<file path="src/rtl/traffic_light_ctrl.sv">
// Two-way intersection controller: six-phase light sequence with
// pedestrian early-termination, hold freeze, 7-seg countdown and 8x8 glyph scan.
module traffic_light_ctrl #(
    parameter int TICK_DIV    = 50000000,
    parameter int SCAN_DIV    = 10000,
    parameter int GREEN_T     = 15,
    parameter int YELLOW_T    = 5,
    parameter int ALLRED_T    = 2,
    parameter int MIN_GREEN_T = 5,
    parameter int CW          = 4
) (
    input  logic          clk1,
    input  logic          rst1,
    input  logic          ped_req,
    input  logic          hold,
    output logic [2:0]    ns_light,
    output logic [2:0]    ew_light,
    output logic [2:0]    phase,
    output logic [CW-1:0] remain,
    output logic [6:0]    out,
    output logic [7:0]    dot_row,
    output logic [7:0]    dot_col
);

    typedef enum logic [2:0] {
        NS_G = 3'd0,
        NS_Y = 3'd1,
        AR1  = 3'd2,
        EW_G = 3'd3,
        EW_Y = 3'd4,
        AR2  = 3'd5
    } phase_e;

    localparam int TW = (TICK_DIV > 1) ? $clog2(TICK_DIV) : 1;
    localparam int SW = (SCAN_DIV > 1) ? $clog2(SCAN_DIV) : 1;

    localparam logic [CW-1:0] G_D  = CW'(GREEN_T);
    localparam logic [CW-1:0] Y_D  = CW'(YELLOW_T);
    localparam logic [CW-1:0] A_D  = CW'(ALLRED_T);
    localparam logic [CW-1:0] MG_D = CW'(MIN_GREEN_T);

    localparam logic [63:0] GLY_G = 64'h0C0C_197E_9818_2848;
    localparam logic [63:0] GLY_Y = 64'h0024_3CBD_FF3C_3C00;
    localparam logic [63:0] GLY_A = 64'h1818_3C3C_5A18_1824;

    logic [TW-1:0] r_tdiv;
    logic [SW-1:0] r_sdiv;
    logic          w_tick;
    logic          w_scan;

    phase_e        r_phase;
    logic [CW-1:0] r_remain;
    logic          r_ped;
    logic [2:0]    r_ns;
    logic [2:0]    r_ew;

    phase_e        w_nph;
    logic [CW-1:0] w_nrem;
    logic [CW-1:0] w_dec;
    logic          w_adv;
    logic          w_enter_ar;

    logic [2:0]    r_row;
    logic [7:0]    r_dot_row;
    logic [7:0]    r_dot_col;
    logic [3:0]    w_nib;

    function automatic phase_e f_next(input phase_e ph);
        case (ph)
            NS_G:    return NS_Y;
            NS_Y:    return AR1;
            AR1:     return EW_G;
            EW_G:    return EW_Y;
            EW_Y:    return AR2;
            default: return NS_G;
        endcase
    endfunction

    function automatic logic [CW-1:0] f_dur(input phase_e ph);
        case (ph)
            NS_G, EW_G: return G_D;
            NS_Y, EW_Y: return Y_D;
            default:    return A_D;
        endcase
    endfunction

    function automatic logic [2:0] f_ns(input phase_e ph);
        case (ph)
            NS_G:    return 3'b001;
            NS_Y:    return 3'b010;
            default: return 3'b100;
        endcase
    endfunction

    function automatic logic [2:0] f_ew(input phase_e ph);
        case (ph)
            EW_G:    return 3'b001;
            EW_Y:    return 3'b010;
            default: return 3'b100;
        endcase
    endfunction

    function automatic logic [7:0] f_glyph(input phase_e ph, input logic [2:0] row);
        logic [63:0] g;
        case (ph)
            NS_G, EW_G: g = GLY_G;
            NS_Y, EW_Y: g = GLY_Y;
            default:    g = GLY_A;
        endcase
        return g[{3'd7 - row, 3'b000} +: 8];
    endfunction

    function automatic logic [6:0] f_seg(input logic [3:0] d);
        case (d)
            4'h0:    return 7'b1000000;
            4'h1:    return 7'b1111001;
            4'h2:    return 7'b0100100;
            4'h3:    return 7'b0110000;
            4'h4:    return 7'b0011001;
            4'h5:    return 7'b0010010;
            4'h6:    return 7'b0000010;
            4'h7:    return 7'b1111000;
            4'h8:    return 7'b0000000;
            4'h9:    return 7'b0010000;
            4'hA:    return 7'b0001000;
            4'hB:    return 7'b0000011;
            4'hC:    return 7'b1000110;
            4'hD:    return 7'b0100001;
            4'hE:    return 7'b0000110;
            default: return 7'b0001110;
        endcase
    endfunction

    assign w_tick = (r_tdiv == TW'(TICK_DIV - 1));
    assign w_scan = (r_sdiv == SW'(SCAN_DIV - 1));

    always_ff @(posedge clk1 or negedge rst1) begin
        if (!rst1) begin
            r_tdiv <= '0;
            r_sdiv <= '0;
        end else begin
            r_tdiv <= w_tick ? '0 : r_tdiv + 1'b1;
            r_sdiv <= w_scan ? '0 : r_sdiv + 1'b1;
        end
    end

    assign w_adv = w_tick && !hold;
    assign w_dec = r_remain - CW'(1);

    always_comb begin
        w_nph  = r_phase;
        w_nrem = r_remain;
        case (r_phase)
            NS_G, NS_Y, AR1, EW_G, EW_Y, AR2: begin
                if (w_adv) begin
                    if (r_remain == CW'(1)) begin
                        w_nph  = f_next(r_phase);
                        w_nrem = f_dur(f_next(r_phase));
                    end else if (r_ped && (r_phase == NS_G || r_phase == EW_G)) begin
                        w_nrem = (w_dec < MG_D) ? w_dec : MG_D;
                    end else begin
                        w_nrem = w_dec;
                    end
                end
            end
            // Corrupted state: recover through an all-red interval
            default: begin
                w_nph  = AR2;
                w_nrem = A_D;
            end
        endcase
    end

    assign w_enter_ar = (w_nph != r_phase) && (w_nph == AR1 || w_nph == AR2);

    always_ff @(posedge clk1 or negedge rst1) begin
        if (!rst1) begin
            r_phase  <= NS_G;
            r_remain <= G_D;
            r_ped    <= 1'b0;
            r_ns     <= 3'b001;
            r_ew     <= 3'b100;
        end else begin
            r_phase  <= w_nph;
            r_remain <= w_nrem;
            r_ns     <= f_ns(w_nph);
            r_ew     <= f_ew(w_nph);
            if (ped_req)
                r_ped <= 1'b1;
            else if (w_enter_ar)
                r_ped <= 1'b0;
        end
    end

    always_ff @(posedge clk1 or negedge rst1) begin
        if (!rst1) begin
            r_row     <= '0;
            r_dot_row <= 8'hFF;
            r_dot_col <= 8'h00;
        end else if (w_scan) begin
            r_row     <= r_row + 3'd1;
            r_dot_row <= ~(8'h80 >> r_row);
            r_dot_col <= f_glyph(r_phase, r_row);
        end
    end

    assign w_nib    = 4'(r_remain);
    assign out      = f_seg(w_nib);
    assign phase    = r_phase;
    assign remain   = r_remain;
    assign ns_light = r_ns;
    assign ew_light = r_ew;
    assign dot_row  = r_dot_row;
    assign dot_col  = r_dot_col;

endmodule
</file>
<file path="config.mk">
export PLATFORM = sky130hd
export DESIGN_NAME = traffic_light_ctrl
export DESIGN_NICKNAME = d
export VERILOG_FILES = /design/src/rtl/traffic_light_ctrl.sv
export SDC_FILE = /design/constraint.sdc
export NUM_CORES = 1
export LEC_CHECK = 0
export BUFFER_PORTS_ARGS = -buffer_cell sky130_fd_sc_hd__buf_4
export CORE_MARGIN = 5
export CORE_UTILIZATION = 46
export CTS_CLUSTER_DIAMETER = 50
export DETAILED_ROUTE_END_ITERATION = 10
export PLACE_DENSITY = 0.62
export SYNTH_ARGS = -nofsm -noshare
export SYNTH_HDL_FRONTEND = slang
export SYNTH_SLANG_ARGS = --single-unit
</file>
<file path="constraint.sdc">
create_clock -name clk1 -period 3.6 [get_ports clk1]
set_input_delay 0.72 -clock clk1 [delete_from_list [all_inputs] [get_ports clk1]]
set_output_delay 0.72 -clock clk1 [all_outputs]
set_load 0.02 [all_outputs]
</file>
==> metrics.yaml <==
status:
  result_of_the_run: "finished clean"
logic_synthesis:
  ys_seq_area_share_pct: 44.4
  synth_edf_count: 0
  ys_ff_latch: 73
  syn_nets: 433
  yosys.cell_types.count: 67
  syn_area_um2: 4160
  postSynth.asyncResetShare_pct: 100
  postSynthCellCount: 414
  avgSynthCellArea_um2: 10.0
  synthFlopType: "dfrtp_1"
  yosysWarningCount: 0
cts:
  postCtsSetupBuffers: 0
  worstSkewPairLatency_ns: 0.35
  cts.reportedPaths.clkPinSlew_ns: 0.08
  cts_buffers: 9
  cts-root-to-sink-buffers: 2
  post_cts_resize_count: 0
  tritoncts_clock_tree: "done"
  hold_buffers: 0
  cts_root_buf: "clkbuf_8"
  htree_levels: 3
  clock_sinks: 73
global_routing:
  track_usage_pct: 16.5
  first_global_vias: 3122
  antenna_found_initial: 0
  grt.overflow.total: 0
  largest_net_degree_at_the_start_of_global_routing: 74
  grt_pass1_wl_um: 15400
timing:
  timing.final.max_slew_violations: 0
  fin_setup_tns_ns: 0
  min_period_over_period_pct: 79.5
  setup_ws_ns: 0.739
  min_period_ns: 2.86
  finalHoldWorstSlack_ns: 0.464
  setup_repair_after_global_routing_missed_its_margin: "no"
  tightestPinTransition_ns: 0.935
  hold_viol_final: 0
  final-setup-viol-count: 0
  fin_skew_ns: 0.00951
  max_clock_freq_mhz: 350
  slew_headroom_pct: 37.6
critical_path:
  r2r_slack_ns: 0.97
  timing_worst_setup_path_type: "reg2out"
  worstReg2RegStart: "remain[0]"
  cp_max_fo: 10
  cp.arrival_ns: 2.14
  critical_path_required_ns: 2.88
  critPathCaptureType: "output pin"
  timing.critical_path.from_type: "flop"
  critical_path.reg2reg.endpoint: "ew_light[2]"
  r2r.worst_path.cells: 5
finish:
  layout.filler_cells: 829
  finished_layout_cells: 558
  finalNetCount: 464
  antennaDiodeCount: 0
  layout.cells.most_common_list: "59 x dfrtp_1, 40 x buf_4, 33 x nor2_1"
  multi_input_comb_area_um2: 2150
  syn2layout_area_growth_pct: 12.3
  layout_cells_sized_above_1_pct: 21.1
  final-seq-area_um2: 1840
  layout.cells.most_common: "dfrtp_1"
placed_design:
  numPlacedInstances: 542
  dp.final_hpwl_um: 6170
  placer_congestion_estimate: 0.802
  port-buffer-count: 39
  place_worst_setup_slack_ns: 0.960
drt:
  routed_wire_length_per_instance_um: 16.0
  drt_pre_antenna_iters: 5
  drt_iter0_drc: 140
  drc: 0
  num_vias: 3181
  vias_per_cell: 5.70
  ant_nets: 0
  finalWirelength_um: 8950
worst_hold_path:
  timing.hold.worst.start: "r_sdiv[0]"
  holdPathStages: 1
  worst_hold_path_type: "reg2reg"
  hold_end: "r_sdiv[0]"
die:
  core_area_um2: 8760
  die_height_um: 105
  initial_core_util_pct: 47.4
  io_pins: 40
  std_cell_rows: 34
  die-area_um2: 11000
  floorplan.die.width_um: 105
flow_run:
  maxCapViolCount: 0
power_and_ir_drop:
  powerDensity_nw_per_um2: 323
  power.total_mw: 1.51
  peakVddDrop_v: 0.000193
  cellLeakagePower_nw: 1.99
## cells in the mapped netlist, types with 3 or more instances
cell type	count	area (um2)
or4_1	6	45.0
nor2_1	33	124
clkbuf_1	13	48.8
and4_1	4	35.0
o21ai_0	29	145
nor4_1	4	25.0
a21oi_1	17	85.1
nand2_1	26	97.6
ha_1	15	188
or3_1	6	37.5
mux2i_1	8	80.1
and3_1	8	50.1
o31ai_1	5	37.5
mux2_2	4	45.0
nor4b_1	4	35.0
nand4_1	14	87.6
o21bai_1	3	22.5
xnor2_1	15	131
a31oi_1	8	50.1
dfrtp_1	59	1480
nand3_1	20	100
nor3_1	5	25.0
nor2b_1	6	37.5
inv_1	11	41.3
nor3b_1	3	22.5
dfstp_2	14	368
or2_2	3	18.8
xor2_1	13	114
nand3b_1	3	22.5
and2_1	6	37.5
## power by group
group / switching (mW) / total, mW / internal [mW] / leakage [nW]
logic: 0.0164 / 0.0186 / 0.00222 / 0.982
clock network: 0.327 / 0.671 / 0.344 / 0.0966
registers: 0.0000000000000000273 / 0.820 / 0.820 / 0.914
total: 0.343 / 1.51 / 1.17 / 1.99
## worst max-delay path, cell delays in order (launching register included)
cell and delay (ns):
dfstp_2 0.62, ha_1 0.37, nor2b_1 0.11, or3b_2 0.44, o21ai_0 0.09, buf_4 0.17
## registers in the layout (all words and copies together), names as in the netlist
name	count
r_ped	1
dot_col	8
phase	3
ew_light	3
r_sdiv	14
remain	4
ns_light	3
r_tdiv	26
r_row	3
dot_row	8
## logic make-up after synthesis
family,Yosys count,synth area share [%]
buf+inv,31,4.03
simple gates,166,23.8
compound gates,86,13.2
mux,15,4.27
xor+xnor,28,5.90
fa+ha+maj,15,4.51
flops,73,44.4
## layer usage
metal	wire, um	global-route usage (%)
met5	0	0
met4	108	5.11
met3	302	2.59
met2	4230	26.8
met1	4300	22.6
## metrics by stage
stage          util (%)  cell area (um2)
6_report           53.3             4670
5_1_grt            53.3             4670
2_1_floorplan         -             4160
3_3_place_gp       51.0             4470
3_5_place_dp       51.0             4470
4_1_cts            53.3             4670
## cell type report
cell class	count	share of cell area, %
timing repair buffer	40	6.43
tap	108	2.89
multi-input combinational	310	45.9
inverter	11	0.884
clock buffer	11	3.03
sequential	73	39.5
clock inverter	5	1.34
## worst max path at each step
stage	start	to	slack, ns
final	remain[0]	out[0]	0.74
after global routing	remain[0]	out[0]	0.60
after CTS	remain[0]	out[0]	0.73
after detailed placement	remain[0]	ew_light[2]	0.96
after global placement	remain[0]	ew_light[2]	1.02
after floorplan	remain[3]	out[0]	1.11
(Power assumes the default switching activity.)
